===== src/rtl/mcpu_pkg.sv =====
// Shared encodings for the multi-cycle CPU datapath and controller.
// PC-source selects, branch condition codes and the reset-PC default.
package mcpu_pkg;

  localparam logic [1:0] PC_SRC_ALU    = 2'b00;
  localparam logic [1:0] PC_SRC_ALUOUT = 2'b01;
  localparam logic [1:0] PC_SRC_JUMP   = 2'b10;
  localparam logic [1:0] PC_SRC_RS     = 2'b11;

  localparam logic [2:0] COND_NEVER  = 3'b000;
  localparam logic [2:0] COND_EQ     = 3'b001;
  localparam logic [2:0] COND_NE     = 3'b010;
  localparam logic [2:0] COND_GEZ    = 3'b011;
  localparam logic [2:0] COND_GTZ    = 3'b100;
  localparam logic [2:0] COND_LEZ    = 3'b101;
  localparam logic [2:0] COND_LTZ    = 3'b110;
  localparam logic [2:0] COND_ALWAYS = 3'b111;

  localparam logic [31:0] RESET_PC_DEFAULT = 32'h0000_0000;

endpackage


===== src/rtl/branch_cond.sv =====
// Branch condition evaluator: condition code plus ALU zero/sign flags.
// Purely combinational so a pipelined datapath can reuse it.
module branch_cond
  import mcpu_pkg::*;
(
  input  logic [2:0] condition,
  input  logic       alu_zero,
  input  logic       alu_sign,
  output logic       cond_ok
);

  always_comb begin
    cond_ok = 1'b0;
    unique case (condition)
      COND_NEVER:  cond_ok = 1'b0;
      COND_EQ:     cond_ok = alu_zero;
      COND_NE:     cond_ok = !alu_zero;
      COND_GEZ:    cond_ok = !alu_sign;
      COND_GTZ:    cond_ok = !alu_sign && !alu_zero;
      COND_LEZ:    cond_ok = alu_sign || alu_zero;
      COND_LTZ:    cond_ok = alu_sign;
      COND_ALWAYS: cond_ok = 1'b1;
      default:     cond_ok = 1'b0;
    endcase
  end

endmodule


===== src/rtl/pc_ir_unit.sv =====
// Multi-cycle CPU front-end: PC, IR and ALUOut registers, next-PC
// selection, sticky misaligned-PC fault and performance counters.
module pc_ir_unit
  import mcpu_pkg::*;
#(
  parameter logic [31:0] RESET_PC    = RESET_PC_DEFAULT,
  parameter int          TAKEN_CNT_W = 16
) (
  input  logic                   Clk,
  input  logic                   Rst_n,
  input  logic                   PC_write,
  input  logic                   PC_write_cond,
  input  logic [2:0]             condition,
  input  logic [1:0]             PC_source,
  input  logic                   IR_write_en,
  input  logic                   Addreg_write_en,
  input  logic [31:0]            Mem_rdata,
  input  logic [31:0]            Alu_result,
  input  logic                   Alu_zero,
  input  logic                   Alu_sign,
  input  logic [31:0]            Rs_data,
  input  logic                   Fault_clr,
  output logic [31:0]            PC,
  output logic [31:0]            IR,
  output logic [31:0]            ALUOut,
  output logic                   Pc_fault,
  output logic [31:0]            Instr_cnt,
  output logic [TAKEN_CNT_W-1:0] Taken_cnt
);

  localparam logic [TAKEN_CNT_W-1:0] TCNT_ONE =
    {{(TAKEN_CNT_W-1){1'b0}}, 1'b1};

  logic [31:0]            pc_q, pc_d;
  logic [31:0]            ir_q, ir_d;
  logic [31:0]            aluout_q, aluout_d;
  logic                   fault_q, fault_d;
  logic [31:0]            icnt_q, icnt_d;
  logic [TAKEN_CNT_W-1:0] tcnt_q, tcnt_d;

  logic        cond_ok;
  logic [31:0] cand;
  logic        aligned;
  logic        pc_we;

  branch_cond u_branch_cond (
    .condition (condition),
    .alu_zero  (Alu_zero),
    .alu_sign  (Alu_sign),
    .cond_ok   (cond_ok)
  );

  always_comb begin
    cand = Alu_result;
    unique case (PC_source)
      PC_SRC_ALU:    cand = Alu_result;
      PC_SRC_ALUOUT: cand = aluout_q;
      PC_SRC_JUMP:   cand = {pc_q[31:28], ir_q[25:0], 2'b00};
      PC_SRC_RS:     cand = Rs_data;
      default:       cand = Alu_result;
    endcase
  end

  assign aligned = (cand[1:0] == 2'b00);
  assign pc_we   = PC_write || (PC_write_cond && cond_ok);

  always_comb begin
    pc_d     = pc_q;
    ir_d     = ir_q;
    aluout_d = aluout_q;
    fault_d  = fault_q;
    icnt_d   = icnt_q;
    tcnt_d   = tcnt_q;

    // A misaligned target never reaches PC; clear loses to set.
    if (Fault_clr) fault_d = 1'b0;
    if (pc_we) begin
      if (aligned) pc_d = cand;
      else         fault_d = 1'b1;
    end

    if (IR_write_en) begin
      ir_d   = Mem_rdata;
      icnt_d = icnt_q + 32'd1;
    end

    if (Addreg_write_en) aluout_d = Alu_result;

    if (PC_write_cond && cond_ok && aligned && (tcnt_q != '1))
      tcnt_d = tcnt_q + TCNT_ONE;
  end

  always_ff @(posedge Clk or negedge Rst_n) begin
    if (!Rst_n) begin
      pc_q     <= RESET_PC;
      ir_q     <= '0;
      aluout_q <= '0;
      fault_q  <= 1'b0;
      icnt_q   <= '0;
      tcnt_q   <= '0;
    end else begin
      pc_q     <= pc_d;
      ir_q     <= ir_d;
      aluout_q <= aluout_d;
      fault_q  <= fault_d;
      icnt_q   <= icnt_d;
      tcnt_q   <= tcnt_d;
    end
  end

  assign PC        = pc_q;
  assign IR        = ir_q;
  assign ALUOut    = aluout_q;
  assign Pc_fault  = fault_q;
  assign Instr_cnt = icnt_q;
  assign Taken_cnt = tcnt_q;

endmodule


===== config.mk =====
export PLATFORM = sky130hd
export DESIGN_NAME = pc_ir_unit
export DESIGN_NICKNAME = d
export VERILOG_FILES = /design/src/rtl/mcpu_pkg.sv /design/src/rtl/branch_cond.sv /design/src/rtl/pc_ir_unit.sv
export SDC_FILE = /design/constraint.sdc
export NUM_CORES = 1
export LEC_CHECK = 0
export ABC_AREA = 1
export CAP_MARGIN = 20
export CELL_PAD_IN_SITES_DETAIL_PLACEMENT = 1
export CELL_PAD_IN_SITES_GLOBAL_PLACEMENT = 2
export CORE_UTILIZATION = 25
export DETAILED_ROUTE_END_ITERATION = 12
export GPL_ROUTABILITY_DRIVEN = 1
export PLACE_DENSITY_LB_ADDON = 0.1
export SLEW_MARGIN = 20
export SYNTH_ARGS = -nofsm -noshare
export SYNTH_HDL_FRONTEND = slang
export SYNTH_SLANG_ARGS = --single-unit
export TNS_END_PERCENT = 20

===== constraint.sdc =====
create_clock -name Clk -period 1.7 [get_ports Clk]
set_input_delay 0.51 -clock Clk [delete_from_list [all_inputs] [get_ports Clk]]
set_output_delay 0.51 -clock Clk [all_outputs]
set_load 0.02 [all_outputs]

==> metrics.log, run 1 <==
INFO  metric tritoncts = yes
INFO  metric ff2ff_setup_slack = 120 ps
INFO  metric cts.path.max_buffers = 2
INFO  metric timing.max_cap.violations = 0
INFO  metric power.density = 976 nW/um2
INFO  metric synthesis.area_per_instance = 7.82 um2
INFO  metric cpLargestDelayFamily = buffers and inverters
INFO  metric viasPerCell = 4.41
INFO  metric post_layout_nonfiller_instances = 1640
INFO  metric initialDrtViolationCount = 286
INFO  metric clock.fmax = 599 MHz
INFO  metric post_synth_instance_area = 7230 um2
INFO  metric die-area = 29600 um2
INFO  metric drv_slew = 0
INFO  metric status = finished clean
INFO  metric worstSetupEndpointType = primary output
INFO  metric synth_cells = 925
INFO  metric async_reset_ff_share = 100%
INFO  metric power = 11.1 mW
INFO  metric holdPathStages = 2
INFO  metric clkLatencyLatePin = 420 ps
INFO  metric placeableCoreArea = 28100 um2
INFO  metric synthesis.nets = 1037
INFO  metric skew = 10.8 ps
INFO  metric crit_arrival = 1160 ps
INFO  metric clock-root-buffer = sky130_fd_sc_hd__clkbuf_16
INFO  metric fraction_of_the_yosys_area_taken_by_sequential_cells = 50.2%
INFO  metric worstSetupStartpointType = flip-flop
INFO  metric ys_warn_count = 0
INFO  metric gp_routability_congestion = 0.783
INFO  metric peakVddDrop = 0.000576 V
INFO  metric ctsHtreeMaxLevel = 4
INFO  metric tritoncts.num_buffers = 17
INFO  metric final-hold-violation-count = 0
INFO  metric first_global_vias = 7436
INFO  metric global_route.overflow_total = 0
INFO  metric route.detailed.drc = 0
INFO  metric num_rows = 61
INFO  metric final.fill_count = 3409
INFO  metric timing_worst_slew_pin_value = 581 ps
INFO  metric maxSlewHeadroom = 61.3%
INFO  metric grt_first_pass_wirelength = 42500 um
INFO  metric grt_antenna_before_repair = 1
INFO  metric rr_worst_depth = 8
INFO  metric clkSlewWorstSetupHoldPaths = 60 ps
INFO  metric critical_path.max_fanout = 2
INFO  metric num_io_pins = 255
INFO  metric total_leakage_power = 5.59 nW
INFO  metric regToRegStartpoint = Instr_cnt[1]
INFO  metric die_w = 172 um
INFO  metric hp-start = PC[9]
INFO  metric post-route-min-period = 1670 ps
INFO  metric nets = 1360
INFO  metric min_to = PC[9]
INFO  metric final_util = 40.4%
INFO  metric place.port_buffers = 254
INFO  metric hold_path.class = flip-flop to flip-flop
INFO  metric critical-path-max-stage-delay = 400 ps
INFO  metric timing.final.crit_share = 98.2%
INFO  metric cp_num_buf_inv = 1
INFO  metric cp.required = 1190 ps
INFO  metric dr_wl_cell = 17.0 um
INFO  metric clock-sinks = 145
INFO  metric critPathKind = flip-flop to primary output
INFO  metric grt_start_max_net_pins = 50
INFO  metric syn2layout_area_growth = 57.1%
INFO  metric cpMaxStageDelayCell = sky130_fd_sc_hd__dlygate4sd2_1
INFO  metric postSynth.topFlopCell = sky130_fd_sc_hd__dfrtp_1
INFO  metric critical_path_cell_by_cell = dlygate4sd2_1
INFO  metric drive_above_1_share = 15.5%
INFO  metric worst_r2r_endpoint = Instr_cnt[20]
INFO  metric track_usage = 19.0%
INFO  metric setup_viol_count_final = 0
INFO  metric via_count = 7234
INFO  metric wl = 27800 um
INFO  metric first_pass_iters = 4
INFO  metric die_h = 172 um
INFO  metric synth_edf_count = 0
INFO  metric yosysUniqueCellTypes = 30
INFO  metric dp_hpwl = 21000 um
INFO  metric post_place_cells = 1603
INFO  metric drtAntennaViolNets = 0
INFO  metric start_util = 25.7%
INFO  metric synth.ff_latch_count = 145
==> worst max path at each step <==
stage,to,cells after the start,slack [ps],start
after CTS,Instr_cnt[10],1,-2,Instr_cnt[10]
after floorplan,Instr_cnt[22],8,8,Instr_cnt[1]
final,PC[5],1,30,PC[5]
after detailed placement,PC[13],8,-480,PC_source[1]
after global routing,PC[23],12,-20,Alu_zero
after global placement,PC[28],10,-420,PC_source[1]
==> per-layer routing <==
layer	vias to the layer above	wire length, um	GRT usage, %
met2	166	12400	29.2
met5	-	0	0
li1	3584	-	-
met1	3467	13600	26.4
met4	0	279	5.46
met3	17	1580	4.42
==> power breakdown <==
part           switching [mW]  total [mW]  internal [mW]  leakage (nW)
clock network            1.69        3.88           2.19         0.279
logic                    1.70        2.95           1.25          3.49
registers               0.356        4.25           3.89          1.83
==> synth_stat cells, types with 7 or more instances <==
cell,number,share of area [%]
sky130_fd_sc_hd__nand2_1,409,21
sky130_fd_sc_hd__dfrtp_1,145,50
sky130_fd_sc_hd__inv_1,75,3.9
sky130_fd_sc_hd__nor2_1,55,2.9
sky130_fd_sc_hd__nand3_1,47,3.3
sky130_fd_sc_hd__o21ai_0,35,2.4
sky130_fd_sc_hd__o2111ai_1,26,3.1
sky130_fd_sc_hd__xor2_1,22,2.7
sky130_fd_sc_hd__clkbuf_1,16,0.83
sky130_fd_sc_hd__nand4_1,13,1.1
sky130_fd_sc_hd__buf_2,11,0.76
sky130_fd_sc_hd__mux2_2,10,1.6
sky130_fd_sc_hd__xnor2_1,9,1.1
sky130_fd_sc_hd__nand3b_1,8,0.83
sky130_fd_sc_hd__nor3_1,8,0.55
sky130_fd_sc_hd__nor2_2,7,0.61
==> tightest hold or removal path, stage by stage (launching register included) <==
cell and delay, ps:
sky130_fd_sc_hd__dfrtp_1 340, sky130_fd_sc_hd__nand2_1 50, sky130_fd_sc_hd__nand2_1 50
==> final cells by class <==
class                           instances  area [um2]  area share [%]
Sequential cell                       145        3640            32.0
Inverter                               78         293            2.58
Multi-Input combinational cell        667        3210            28.3
Clock inverter                         14         156            1.38
Tap cell                              378         473            4.16
Antenna cell                            1        2.50          0.0220
Clock buffer                           18         429            3.78
Timing Repair Buffer                  339        3160            27.8
==> cell families (layout without fill, tap and decap cells) <==
kind of cell	Yosys count	in the layout	share of synthesized area [%]
simple gates	554	554	31.4
flops	145	145	50.2
buf+inv	113	449	6.37
compound gates	70	70	6.40
xor+xnor	31	31	3.75
mux	10	10	1.56
fa+ha+maj	2	2	0.346
other cells	0	1	0
==> timing repair <==
action                     4_1_cts  5_1_grt
pin swaps                        0        8
hold endpoints to repair        20        0
resized for setup              205       70
gates cloned                     0        2
hold buffers                     1        0
setup endpoints to repair      182      101
buffers inserted                 0        1
==> cells in the final DEF (no fill, tap or decap), types with 6 or more instances in the layout <==
cell                              synthesis  final
sky130_fd_sc_hd__buf_12                   0     10
sky130_fd_sc_hd__buf_4                    4     69
sky130_fd_sc_hd__clkbuf_16                0     19
sky130_fd_sc_hd__clkbuf_2                 0     21
sky130_fd_sc_hd__clkdlybuf4s15_1          0     33
sky130_fd_sc_hd__clkdlybuf4s15_2          0     11
sky130_fd_sc_hd__clkdlybuf4s50_1          0    101
sky130_fd_sc_hd__dfrtp_1                145    139
sky130_fd_sc_hd__dfrtp_2                  0      6
sky130_fd_sc_hd__dlygate4sd2_1            0     82
sky130_fd_sc_hd__inv_1                   75     75
sky130_fd_sc_hd__mux2_2                  10     10
sky130_fd_sc_hd__nand2_1                409    405
sky130_fd_sc_hd__nand3_1                 47     44
sky130_fd_sc_hd__nand3b_1                 8      8
sky130_fd_sc_hd__nand4_1                 13     13
sky130_fd_sc_hd__nor2_1                  55     50
sky130_fd_sc_hd__nor2_2                   7      9
sky130_fd_sc_hd__nor3_1                   8      8
sky130_fd_sc_hd__o2111ai_1               26     26
sky130_fd_sc_hd__o21ai_0                 35     33
sky130_fd_sc_hd__xnor2_1                  9      9
sky130_fd_sc_hd__xor2_1                  22     22
==> sequential cells by signal (all words and copies together) (netlist names) <==
register / cells
ALUOut: 32
Pc_fault: 1
Taken_cnt: 16
PC: 32
Instr_cnt: 32
IR: 32
==> through the flow <==
| stage | cell area [um2] | hold WS [ps] | worst slack (ps) | setup TNS (ps) |
|---|---|---|---|---|
| global placement | 10800 | 404 | -415 | -19320 |
| floorplan | 7230 | 214 | 8.25 | 0 |
| global route | 11400 | 485 | -15.7 | -125 |
| finish | 11400 | 470 | 31.2 | 0 |
| detailed placement | 10800 | 411 | -476 | -21700 |
| CTS | 11300 | 471 | -2.07 | -2.07 |
No activity file was read; power rests on OpenSTA's default activity.
==> run 2: changes to the inputs <==
--- a/config.mk
+++ b/config.mk
@@ -13,6 +13,7 @@
 export DETAILED_ROUTE_END_ITERATION = 12
 export GPL_ROUTABILITY_DRIVEN = 1
 export PLACE_DENSITY_LB_ADDON = 0.1
+export RECOVER_POWER = 25
 export SLEW_MARGIN = 20
 export SYNTH_ARGS = -nofsm -noshare
 export SYNTH_HDL_FRONTEND = slang
==> run 2 against run 1 <==
Cell count unchanged; final area decreased by 0.26%; first-iteration DRC count is 5.9% higher; clock skew about the same; core utilization shrank 0.11 points; critical path type unchanged; critical endpoint is now ALUOut[13]; largest cell class unchanged.
==> metrics.log, run 2 (synthesized netlist as in run 1, its figures left out) <==
INFO  metric global_route.overflow_total = 0
INFO  metric num_rows = 61
INFO  metric routed_met1_length = 13500 um
INFO  metric critical_path.max_fanout = 2
INFO  metric wl = 27800 um
INFO  metric die_w = 172 um
INFO  metric post-route-min-period = 1670 ps
INFO  metric grt_first_pass_wirelength = 42500 um
INFO  metric tritoncts.num_buffers = 17
INFO  metric hold_path.class = flip-flop to flip-flop
INFO  metric viasPerCell = 4.41
INFO  metric nets = 1360
INFO  metric timing_worst_slew_pin_value = 1150 ps
INFO  metric worstSetupEndpointType = primary output
INFO  metric holdPathStages = 2
INFO  metric ctsHtreeMaxLevel = 4
INFO  metric layout_commonest_cell = sky130_fd_sc_hd__nand2_1
INFO  metric maxSlewHeadroom = 23.5%
INFO  metric route.detailed.drc = 0
INFO  metric final.fill_count = 3416
INFO  metric cp.depth = 1
INFO  metric cts.path.max_buffers = 2
INFO  metric initialDrtViolationCount = 303
INFO  metric dp_worst_setup_slack = -476 ps
INFO  metric critical-path-max-stage-delay = 400 ps
INFO  metric cpLargestDelayFamily = buffers and inverters
INFO  metric cp_num_buf_inv = 1
INFO  metric cpMaxStageDelayCell = sky130_fd_sc_hd__dlygate4sd2_1
INFO  metric clock.fmax = 600 MHz
INFO  metric setup_viol_count_final = 0
INFO  metric die_h = 172 um
INFO  metric die-area = 29600 um2
INFO  metric status = finished clean
INFO  metric rr_worst_depth = 8
INFO  metric power = 11.1 mW
INFO  metric drv_slew = 0
INFO  metric peakVddDrop = 0.000576 V
INFO  metric drtAntennaViolNets = 0
INFO  metric layout_setup_ws = 32.0 ps
INFO  metric worstSetupStartpointType = flip-flop
INFO  metric gp_routability_congestion = 0.783
INFO  metric total_leakage_power = 5.57 nW
INFO  metric grt_start_max_net_pins = 50
INFO  metric final_util = 40.3%
INFO  metric syn2layout_area_growth = 56.7%
INFO  metric dr_wl_met3 = 1590 um
INFO  metric track_usage = 19.0%
INFO  metric cp.required = 1190 ps
INFO  metric critPathKind = flip-flop to primary output
INFO  metric start_util = 25.7%
INFO  metric skew = 10.7 ps
INFO  metric crit_arrival = 1160 ps
INFO  metric timing.final.crit_share = 98.1%
INFO  metric power.density = 977 nW/um2
INFO  metric num_io_pins = 255
INFO  metric first_pass_iters = 4
INFO  metric place_area = 10800 um2
INFO  metric final-hold-violation-count = 0
INFO  metric detailroute.wirelength.met2 = 12400 um
INFO  metric clkLatencyLatePin = 420 ps
INFO  metric placeableCoreArea = 28100 um2
INFO  metric grt_antenna_before_repair = 1
INFO  metric critical_path_cell_by_cell = dlygate4sd2_1
INFO  metric clkSlewWorstSetupHoldPaths = 60 ps
INFO  metric design_area = 11300 um2
INFO  metric dp_hpwl = 21000 um
INFO  metric place.port_buffers = 254
INFO  metric drive_above_1_share = 15.2%
INFO  metric clock-sinks = 145
INFO  metric dr_wl_cell = 17.0 um
INFO  metric timing.max_cap.violations = 0
INFO  metric first_global_vias = 7436
INFO  metric via_count = 7237
INFO  metric clock-root-buffer = sky130_fd_sc_hd__clkbuf_16
INFO  metric most-common-layout-cells = sky130_fd_sc_hd__nand2_1, sky130_fd_sc_hd__dfrtp_1, sky130_fd_sc_hd__clkdlybuf4s50_1, sky130_fd_sc_hd__dlygate4sd2_1, sky130_fd_sc_hd__inv_1
INFO  metric tritoncts = yes
INFO  metric top_layer_used = met4
-- run 2: changes by cell type in the layout (fill, tap and decap cells not counted), sizes merged --
cell,before,now
buf,85,78
clkbuf,41,48
-- run 2: report_power, final --
part / switching, mW / leakage (nW) / internal [mW]
clock network: 1.68 / 0.279 / 2.19
logic: 1.70 / 3.47 / 1.24
registers: 0.356 / 1.83 / 3.89
total: 3.74 / 5.57 / 7.33
-- run 2: what timing repair did --
action / 4_1_cts / 5_1_grt
hold buffers: 1 / 0
pin swaps: 0 / 8
hold endpoints to repair: 20 / 0
resized for setup: 205 / 70
setup buffers: 0 / 1
setup endpoints to repair: 182 / 101
gates cloned: 0 / 2
-- run 2: area by class of cell --
cell class,count,area (um2),share of cell area [%]
diodes,1,2.50,0.0221
clock buffers,18,429,3.79
clock inverters,14,156,1.38
inverters,78,293,2.58
multi-input cells,667,3210,28.3
flip-flops and latches,145,3640,32.1
well taps,378,473,4.17
repair buffers,339,3130,27.6
-- run 2: final timing paths --
kind / startpoint / slack (ps) / end
min reg2reg: PC[9] / 470 / PC[9]
max: ALUOut[13] / 30 / ALUOut[13]
min: PC[9] / 470 / PC[9]
max in group asynchronous: Rst_n / 380 / Instr_cnt[0]
min in group asynchronous: Rst_n / 510 / Taken_cnt[2]
max reg2reg: Instr_cnt[1] / 130 / Instr_cnt[20]
-- run 2: routing by layer --
layer / GRT usage (%) / up-vias
met3: 4.42 / 16
met5: 0 / -
li1: - / 3586
met4: 5.46 / 0
met1: 26.4 / 3469
met2: 29.2 / 166
-- run 2: metrics by stage --
step           hold slack [ps]  TNS [ps]  cells
5_1_grt                    485      -125   1640
6_report                   468         0   1640
2_1_floorplan              214         0    925
3_5_place_dp               411    -21700   1603
3_3_place_gp               404    -19320   1603
4_1_cts                    471     -2.07   1636
